--- src/rtl/cpu_bus_arbiter_if.sv ---
// Requester handshakes and CPU register bus pins shared by the arbiter and its peers.
// The arbiter connects through the slave modport; the requesters and bus model connect through master.
interface cpu_bus_arbiter_if;
    logic        Req0_Valid;
    logic        Req0_Wr;
    logic [16:0] Req0_Addr;
    logic [15:0] Req0_WrData;
    logic        Req0_Ack;
    logic [15:0] Req0_RdData;

    logic        Req1_Valid;
    logic        Req1_Wr;
    logic [16:0] Req1_Addr;
    logic [15:0] Req1_WrData;
    logic        Req1_Ack;
    logic [15:0] Req1_RdData;

    logic        CpuCs_n;
    logic        CpuWr_n;
    logic        CpuRd_n;
    logic [16:0] CpuAddr;
    logic [15:0] CpuData_out;
    logic [15:0] CpuData_in;

    logic        Busy;
    logic        GrantId;

    modport master (
        output Req0_Valid, Req0_Wr, Req0_Addr, Req0_WrData,
        input  Req0_Ack, Req0_RdData,
        output Req1_Valid, Req1_Wr, Req1_Addr, Req1_WrData,
        input  Req1_Ack, Req1_RdData,
        input  CpuCs_n, CpuWr_n, CpuRd_n, CpuAddr, CpuData_out,
        output CpuData_in,
        input  Busy, GrantId
    );

    modport slave (
        input  Req0_Valid, Req0_Wr, Req0_Addr, Req0_WrData,
        output Req0_Ack, Req0_RdData,
        input  Req1_Valid, Req1_Wr, Req1_Addr, Req1_WrData,
        output Req1_Ack, Req1_RdData,
        output CpuCs_n, CpuWr_n, CpuRd_n, CpuAddr, CpuData_out,
        input  CpuData_in,
        output Busy, GrantId
    );
endinterface

--- src/rtl/cpu_bus_arbiter.sv ---
// Round-robin arbiter for two masters of the 17-bit CPU register bus, generating
// fixed-timing SETUP/STROBE/HOLD/ACK cycles with fully registered outputs.
module cpu_bus_arbiter #(
    parameter int unsigned STROBE_CYC = 2
) (
    input  logic              CpuClk,
    input  logic              RstCpu,
    cpu_bus_arbiter_if.slave  bus
);

    localparam logic [3:0] CNT_LOAD = 4'(STROBE_CYC - 1);

    typedef enum logic [2:0] {
        IDLE,
        SETUP,
        STROBE,
        HOLD,
        ACK
    } state_t;

    state_t      state;
    logic [3:0]  strobeCnt;
    logic        isWr;
    logic        lastGrant;
    logic [15:0] rdCapture;
    logic        grantSel;

    // Tie goes to whoever did not win last; a lone request always wins.
    always_comb begin
        grantSel = bus.Req1_Valid;
        if (bus.Req0_Valid && bus.Req1_Valid)
            grantSel = ~lastGrant;
    end

    always_ff @(posedge CpuClk or posedge RstCpu) begin
        if (RstCpu) begin
            state           <= IDLE;
            strobeCnt       <= '0;
            isWr            <= 1'b0;
            lastGrant       <= 1'b1;
            rdCapture       <= '0;
            bus.CpuCs_n     <= 1'b1;
            bus.CpuWr_n     <= 1'b1;
            bus.CpuRd_n     <= 1'b1;
            bus.CpuAddr     <= '0;
            bus.CpuData_out <= '0;
            bus.Req0_Ack    <= 1'b0;
            bus.Req1_Ack    <= 1'b0;
            bus.Req0_RdData <= '0;
            bus.Req1_RdData <= '0;
            bus.Busy        <= 1'b0;
            bus.GrantId     <= 1'b0;
        end else begin
            bus.Req0_Ack <= 1'b0;
            bus.Req1_Ack <= 1'b0;
            case (state)
                IDLE: begin
                    if (bus.Req0_Valid || bus.Req1_Valid) begin
                        state       <= SETUP;
                        bus.CpuCs_n <= 1'b0;
                        bus.Busy    <= 1'b1;
                        bus.GrantId <= grantSel;
                        lastGrant   <= grantSel;
                        if (grantSel) begin
                            isWr            <= bus.Req1_Wr;
                            bus.CpuAddr     <= bus.Req1_Addr;
                            bus.CpuData_out <= bus.Req1_WrData;
                        end else begin
                            isWr            <= bus.Req0_Wr;
                            bus.CpuAddr     <= bus.Req0_Addr;
                            bus.CpuData_out <= bus.Req0_WrData;
                        end
                    end
                end
                SETUP: begin
                    state     <= STROBE;
                    strobeCnt <= CNT_LOAD;
                    if (isWr)
                        bus.CpuWr_n <= 1'b0;
                    else
                        bus.CpuRd_n <= 1'b0;
                end
                STROBE: begin
                    if (strobeCnt == 4'd0) begin
                        state       <= HOLD;
                        bus.CpuWr_n <= 1'b1;
                        bus.CpuRd_n <= 1'b1;
                        if (!isWr)
                            rdCapture <= bus.CpuData_in;
                    end else begin
                        strobeCnt <= strobeCnt - 4'd1;
                    end
                end
                HOLD: begin
                    state       <= ACK;
                    bus.CpuCs_n <= 1'b1;
                    // Read data lands in the same cycle as the Ack pulse.
                    if (bus.GrantId) begin
                        bus.Req1_Ack <= 1'b1;
                        if (!isWr)
                            bus.Req1_RdData <= rdCapture;
                    end else begin
                        bus.Req0_Ack <= 1'b1;
                        if (!isWr)
                            bus.Req0_RdData <= rdCapture;
                    end
                end
                ACK: begin
                    state    <= IDLE;
                    bus.Busy <= 1'b0;
                end
                default: begin
                    state <= IDLE;
                end
            endcase
        end
    end

endmodule

--- src/flat_wrapper.sv ---
// flat-port wrapper written by rule: the top's interface ports become plain ports
module cpu_bus_arbiter_flat 
#(
    parameter int unsigned STROBE_CYC = 2
)
  (CpuClk, RstCpu, bus_Req0_Valid, bus_Req0_Wr, bus_Req0_Addr, bus_Req0_WrData, bus_Req0_Ack, bus_Req0_RdData, bus_Req1_Valid, bus_Req1_Wr, bus_Req1_Addr, bus_Req1_WrData, bus_Req1_Ack, bus_Req1_RdData, bus_CpuCs_n, bus_CpuWr_n, bus_CpuRd_n, bus_CpuAddr, bus_CpuData_out, bus_CpuData_in, bus_Busy, bus_GrantId);
  cpu_bus_arbiter_if bus_i ();
  input  logic CpuClk;
  input  logic RstCpu;
  input wire logic [$bits(bus_i.Req0_Valid)-1:0] bus_Req0_Valid;
  input wire logic [$bits(bus_i.Req0_Wr)-1:0] bus_Req0_Wr;
  input wire logic [$bits(bus_i.Req0_Addr)-1:0] bus_Req0_Addr;
  input wire logic [$bits(bus_i.Req0_WrData)-1:0] bus_Req0_WrData;
  output wire logic [$bits(bus_i.Req0_Ack)-1:0] bus_Req0_Ack;
  output wire logic [$bits(bus_i.Req0_RdData)-1:0] bus_Req0_RdData;
  input wire logic [$bits(bus_i.Req1_Valid)-1:0] bus_Req1_Valid;
  input wire logic [$bits(bus_i.Req1_Wr)-1:0] bus_Req1_Wr;
  input wire logic [$bits(bus_i.Req1_Addr)-1:0] bus_Req1_Addr;
  input wire logic [$bits(bus_i.Req1_WrData)-1:0] bus_Req1_WrData;
  output wire logic [$bits(bus_i.Req1_Ack)-1:0] bus_Req1_Ack;
  output wire logic [$bits(bus_i.Req1_RdData)-1:0] bus_Req1_RdData;
  output wire logic [$bits(bus_i.CpuCs_n)-1:0] bus_CpuCs_n;
  output wire logic [$bits(bus_i.CpuWr_n)-1:0] bus_CpuWr_n;
  output wire logic [$bits(bus_i.CpuRd_n)-1:0] bus_CpuRd_n;
  output wire logic [$bits(bus_i.CpuAddr)-1:0] bus_CpuAddr;
  output wire logic [$bits(bus_i.CpuData_out)-1:0] bus_CpuData_out;
  input wire logic [$bits(bus_i.CpuData_in)-1:0] bus_CpuData_in;
  output wire logic [$bits(bus_i.Busy)-1:0] bus_Busy;
  output wire logic [$bits(bus_i.GrantId)-1:0] bus_GrantId;
  assign bus_i.Req0_Valid = bus_Req0_Valid;
  assign bus_i.Req0_Wr = bus_Req0_Wr;
  assign bus_i.Req0_Addr = bus_Req0_Addr;
  assign bus_i.Req0_WrData = bus_Req0_WrData;
  assign bus_Req0_Ack = bus_i.Req0_Ack;
  assign bus_Req0_RdData = bus_i.Req0_RdData;
  assign bus_i.Req1_Valid = bus_Req1_Valid;
  assign bus_i.Req1_Wr = bus_Req1_Wr;
  assign bus_i.Req1_Addr = bus_Req1_Addr;
  assign bus_i.Req1_WrData = bus_Req1_WrData;
  assign bus_Req1_Ack = bus_i.Req1_Ack;
  assign bus_Req1_RdData = bus_i.Req1_RdData;
  assign bus_CpuCs_n = bus_i.CpuCs_n;
  assign bus_CpuWr_n = bus_i.CpuWr_n;
  assign bus_CpuRd_n = bus_i.CpuRd_n;
  assign bus_CpuAddr = bus_i.CpuAddr;
  assign bus_CpuData_out = bus_i.CpuData_out;
  assign bus_i.CpuData_in = bus_CpuData_in;
  assign bus_Busy = bus_i.Busy;
  assign bus_GrantId = bus_i.GrantId;
  cpu_bus_arbiter #(.STROBE_CYC(STROBE_CYC)) u_core (.CpuClk(CpuClk), .RstCpu(RstCpu), .bus(bus_i));
endmodule
--- config.mk ---
export PLATFORM = sky130hd
export DESIGN_NAME = cpu_bus_arbiter_flat
export DESIGN_NICKNAME = d
export VERILOG_FILES = /design/src/rtl/cpu_bus_arbiter_if.sv /design/src/rtl/cpu_bus_arbiter.sv /design/src/flat_wrapper.sv
export SDC_FILE = /design/constraint.sdc
export NUM_CORES = 1
export LEC_CHECK = 0
export ABC_AREA = 1
export CAP_MARGIN = 20
export CELL_PAD_IN_SITES_DETAIL_PLACEMENT = 0
export CELL_PAD_IN_SITES_GLOBAL_PLACEMENT = 1
export CORE_ASPECT_RATIO = 0.9
export CORE_MARGIN = 2
export CORE_UTILIZATION = 33
export CTS_BUF_LIST = sky130_fd_sc_hd__clkbuf_4 sky130_fd_sc_hd__clkbuf_8
export DETAILED_ROUTE_END_ITERATION = 8
export PLACE_DENSITY = 0.88
export SKIP_CTS_REPAIR_TIMING = 1
export SLEW_MARGIN = 30
export SYNTH_ARGS = -nofsm -noshare
export SYNTH_HDL_FRONTEND = slang
export SYNTH_SLANG_ARGS = --single-unit
export TNS_END_PERCENT = 100
--- constraint.sdc ---
create_clock -name CpuClk -period 4.7 [get_ports CpuClk]
set_input_delay 1.175 -clock CpuClk [delete_from_list [all_inputs] [get_ports CpuClk]]
set_output_delay 1.175 -clock CpuClk [all_outputs]
set_load 0.005 [all_outputs]
* Word-level counts from Yosys, hierarchy flattened *
Cells that the tools add are included.

storage, ports and cells
  output and inout port bits = 72
  bits in registers = 97
  logic and storage cells = 68
  bits of input ports = 88

cells by class
  eq/ne operators = 9
  mux-type cells = 22
  $add $sub $neg = 1
  reductions and logical operators = 17
  bitwise logic cells = 3

operators with widths
  operator                                               number
  2-to-1 mux 17 bit                                      1
  2-to-1 mux 16 bit                                      1
  AND reduction 3 bit                                    5
  one-hot mux 3 bit (4 select lines)                     1
  2-to-1 mux 1 bit                                       11
  AND reduction 2 bit                                    5
  one-hot mux 1 bit (2 select lines)                     4
  one-hot mux 4 bit (2 select lines)                     1
  == test 3 x 2 -> 1 bit, second input constant          2
  2-to-1 mux 3 bit                                       2
  inequality test 2 x 1 -> 1 bit, second input constant  3
  nonzero test 2 bit                                     3
  logical NOT 4 bit                                      1
  2-to-1 mux 4 bit                                       1
  inequality test 2 bit, second input constant           2
  subtractor 4 x 1 -> 4 bit, second input constant       1
  == test 3 x 1 -> 1 bit, second input constant          1
  == test 3 bit, second input constant                   1
  logical NOT 3 bit                                      1
  NOT 1 bit                                              3
  logical AND 1 bit                                      1
  logical OR 1 bit                                       1

* Longest topological paths before layout *
  depth in word-level cells = 3
  mapped depth = 8
  gate-level depth less buffers = 7

* Worst setup path after synthesis *
OpenSTA, ideal clock, no wires.

  path type = in2reg
  start = input port bus_Req1_Valid
  end = register u_core.bus.CpuAddr[0]
  cell stages on the path = 7
  arrival = 1.886 ns
  data required time = 4.584 ns
  path buffers = 3
  library setup time = 0.116 ns
  path slack = 2.698 ns
  cells stage by stage = buf_2 nor2_1 nor2_2 buf_4 buf_6 nand2_1 nand2_1

between the ends
  word-level cells in the longest chain between the ends = 3
  elaborated cells between the ends (all ways) = 5
  those cells by class = mux (2); reduce/logical (3)

ends and longest elaborated chain
  item                    line                      RTL
  start: declaration      flat_wrapper.sv:16        input wire logic [$bits(bus_i.Req1_Valid)-1:0] bus_Req1_Valid;
  logical AND 1 bit       cpu_bus_arbiter.sv:31     if (bus.Req0_Valid && bus.Req1_Valid)
  2-to-1 mux 1 bit        cpu_bus_arbiter.sv:31
  2-to-1 mux 17 bit       cpu_bus_arbiter.sv:64     if (grantSel) begin
  end signal: assignment  cpu_bus_arbiter.sv:66     bus.CpuAddr <= bus.Req1_Addr;
  end signal: assignment  cpu_bus_arbiter.sv:70     bus.CpuAddr <= bus.Req0_Addr;
  end: declaration        cpu_bus_arbiter_if.sv:43  output CpuCs_n, CpuWr_n, CpuRd_n, CpuAddr, CpuData_out,

Several ways; a longest one is shown, not always the timed one.
A chain may end at the register's enable or synchronous reset.

* Final worst setup path *
  start = input port bus_Req1_Valid
  end = register u_core.bus.CpuData_out[0]

between the ends
  word-level cells in the longest chain between the ends = 3
  elaborated cells between the ends (all ways) = 5
  those cells by class = mux (2); reduce/logical (3)

ends and longest elaborated chain
  item                    line                      RTL
  logical AND 1 bit       cpu_bus_arbiter.sv:31
  2-to-1 mux 1 bit        cpu_bus_arbiter.sv:31
  2-to-1 mux 16 bit       cpu_bus_arbiter.sv:64
  end signal: assignment  cpu_bus_arbiter.sv:67     bus.CpuData_out <= bus.Req1_WrData;
  end signal: assignment  cpu_bus_arbiter.sv:71     bus.CpuData_out <= bus.Req0_WrData;
  end: declaration        cpu_bus_arbiter_if.sv:43

Several ways; a longest one is shown, not always the timed one.

==> flow_summary.ini <==
[floorplanning]
fp.dieW_um = 126
die_h_um = 114
initial_utilization_pct = 33.4
core_sq_um = 13200
placementRows = 40
die-area_sq_um = 14300
io_pins = 160

[worst_setup_path]
path_max_fanout = 37
end_kind = register
timing.rr.end = u_core.bus.CpuData_out[0]
worstPathArrival_ns = 3.35
crit_required_ns = 4.95
worstSetupStartpointType = input pin
ff2ff_path_depth = 6
crit_type = in2reg
worst-r2r-setup-slack_ns = 2.66
timing.rr.start = u_core.state[0]

[clocking]
cts_buffers = 9
clockBufferDepth = 2
cts-root-buf = clkbuf_8
clk_latency_ns = 0.35
clkTransAtPathRegs_ns = 0.09
clkSinkCount = 97
cts_tree = yes
htreeDepth = 3

[route]
num_vias = 3999
wire_per_inst_um = 13.5
drt_iter0_drc = 245
dr.pass1.iters = 5
viasPerCell = 4.62
drc = 0
wirelength_mm = 11.7
ant_nets = 0

[finish]
area_growth_pct = 42.6
num_antenna_cells = 0
finalNonFillerCells = 866
drive_above_1_share_pct = 5.44
fin_nets = 783

[sta]
final.min_clock_period_ns = 3.11
tightestPinTransition_ns = 0.704
skew_ns = 0.00906
finalSetupViolCount = 0
rsz0062_at_grt = false
slew_viol_final = 0
fmax_ghz = 0.322
finalHoldViolCount = 0
setup_tns_ns = 0
relSlewSlack_pct = 53.1
min_period_over_period_pct = 66.1

[yosys]
ys_ff_latch = 97
synth_adder_area_share_pct = 0.567
syn_avg_cell_area_sq_um = 8.09
yosys.area_share.simple_pct = 35.1
synth_nets = 635
synth-xor-area-share_pct = 0.199
syn-instance-count = 545
yosys.cell_types.count = 22
seq_area_frac_synth_pct = 55.1
yosysWarnings = 0
synth_top_family_by_area = simple AND/OR/NAND/NOR gates
synth_compound_area_share_pct = 2.38
synth.cell_area_sq_um = 4410
muxShareOfSynthArea_pct = 0

[pwr]
leakage_nw = 3.11
power_mw = 3.61
seqPwrFrac_pct = 41.0
ir_drop_mv = 0.181
p_per_area_nw_per_um2 = 573
p_sw_share_pct = 37.0
p_clk_share_pct = 15.5
p_int_mw = 2.27
pwr-share-comb_pct = 43.5
p_switching_mw = 1.33

[worst_hold_path]
hold_depth = 2
holdPathEnd = u_core.bus.CpuRd_n
hp-class = reg2reg
worstHoldStart = u_core.bus.CpuRd_n

[place]
dpl.cell_count = 850
place_congestion = 0.774
dp_hpwl_mm = 8.59
io_buffers = 159

[grt]
antenna_found_initial = 0
grt_pass1_wl_mm = 19.1
grt.total_usage_pct = 16.5
grt_max_degree = 82
grt_pass1_vias = 3905
grt_overflow = 0

[flow_run]
cap_violations = 0

[status]
status = completed
-- cell usage after synthesis, drive strengths merged --
| cell | number | area [sq um] |
|---|---|---|
| dfstp | 4 | 105 |
| inv | 29 | 109 |
| ha | 2 | 25.0 |
| nand2 | 274 | 1040 |
| nand3 | 76 | 393 |
| xnor2 | 1 | 8.76 |
| clkinv | 1 | 3.75 |
| buf | 20 | 151 |
| nor3 | 2 | 21.3 |
| o21ai | 21 | 105 |
| dfrtp | 93 | 2330 |
| nor2 | 15 | 93.8 |
| clkbuf | 7 | 26.3 |
-- layer usage --
metal  part of all wire, %  routed length (um)  vias up  global-route usage [%]
li1                      -                   -     1993                       -
met1                    44                5160     1834                    21.4
met2                    45                5210      160                    26.5
met3                   9.7                1130       12                    5.91
met4                   1.4                 162        0                    4.47
met5                     0                   0        -                       0
-- worst max path at each step --
stage	start	endpoint	cells past startpoint
floorplan	RstCpu	u_core.bus.Busy	1
global placement	bus_Req1_Valid	u_core.bus.CpuData_out[7]	7
detailed placement	bus_Req1_Valid	u_core.bus.CpuData_out[0]	7
CTS	bus_Req1_Valid	u_core.bus.CpuData_out[0]	7
global route	bus_Req1_Valid	u_core.bus.CpuData_out[15]	7
finish	bus_Req1_Valid	u_core.bus.CpuData_out[0]	7
-- per-stage QoR --
step / utilization, % / worst slack, ns / hold slack, ns / area (sq um)
2_1_floorplan: - / 0.998 / 0.447 / 4410
3_3_place_gp: 45.9 / 1.36 / 0.450 / 6070
3_5_place_dp: 46.0 / 1.20 / 0.453 / 6080
4_1_cts: 47.5 / 1.61 / 0.472 / 6280
5_1_grt: 47.6 / 1.42 / 0.483 / 6290
6_report: 47.6 / 1.59 / 0.469 / 6290
-- worst max-delay path: stages --
cell             delay (ns)
clkdlybuf4s50_1        0.45
buf_4                  0.34
nor2_1                 0.12
nor2_2                 0.56
inv_2                  0.45
nand2_1                0.17
nand2_1                0.07
-- sequential cells by signal, summed over array words and instances, names as in the netlist, 3 cells and up --
register	cells
u_core.bus.CpuAddr	17
u_core.bus.CpuData_out	16
u_core.bus.Req0_RdData	16
u_core.bus.Req1_RdData	16
u_core.rdCapture	16
u_core.strobeCnt	4
u_core.state	3
-- final cells by class --
type,count,area (sq um)
multi-input cells,391,1690
fillers,1331,6930
flip-flops and latches,97,2430
clock inverters,4,51.3
clock buffers,12,153
well taps,168,210
inverters,30,118
repair buffers,164,1630
-- cell usage in the layout, fill, tap and decap left out, drive strengths merged --
cell / n
nand2: 274
clkdlybuf4s50: 159
dfrtp: 93
nand3: 76
inv: 31
o21ai: 21
nor2: 15
clkbuf: 12
buf: 5
dfstp: 4
ha: 2
nor3: 2
xnor2: 1
clkinv: 1
clkinvlp: 1
bufinv: 1
-- cell families after synthesis --
logic type               count (synthesis)
flip-flops                              97
XOR/XNOR                                 1
AO/OA/AOI/OAI                           21
adder cells (fa/ha/maj)                  2
AND/OR/NAND/NOR                        367
buffers and inverters                   57
-- power groups by stage --
stage	clock (mW)	combinational, mW	sequential, mW
6_report	0.559	1.57	1.48
5_1_grt	0.611	1.77	1.53
4_1_cts	0.573	1.59	1.48
3_5_place_dp	0	1.59	1.48
3_3_place_gp	0	1.54	1.48
2_1_floorplan	0	0.811	1.47
(Power assumes the default switching activity.)
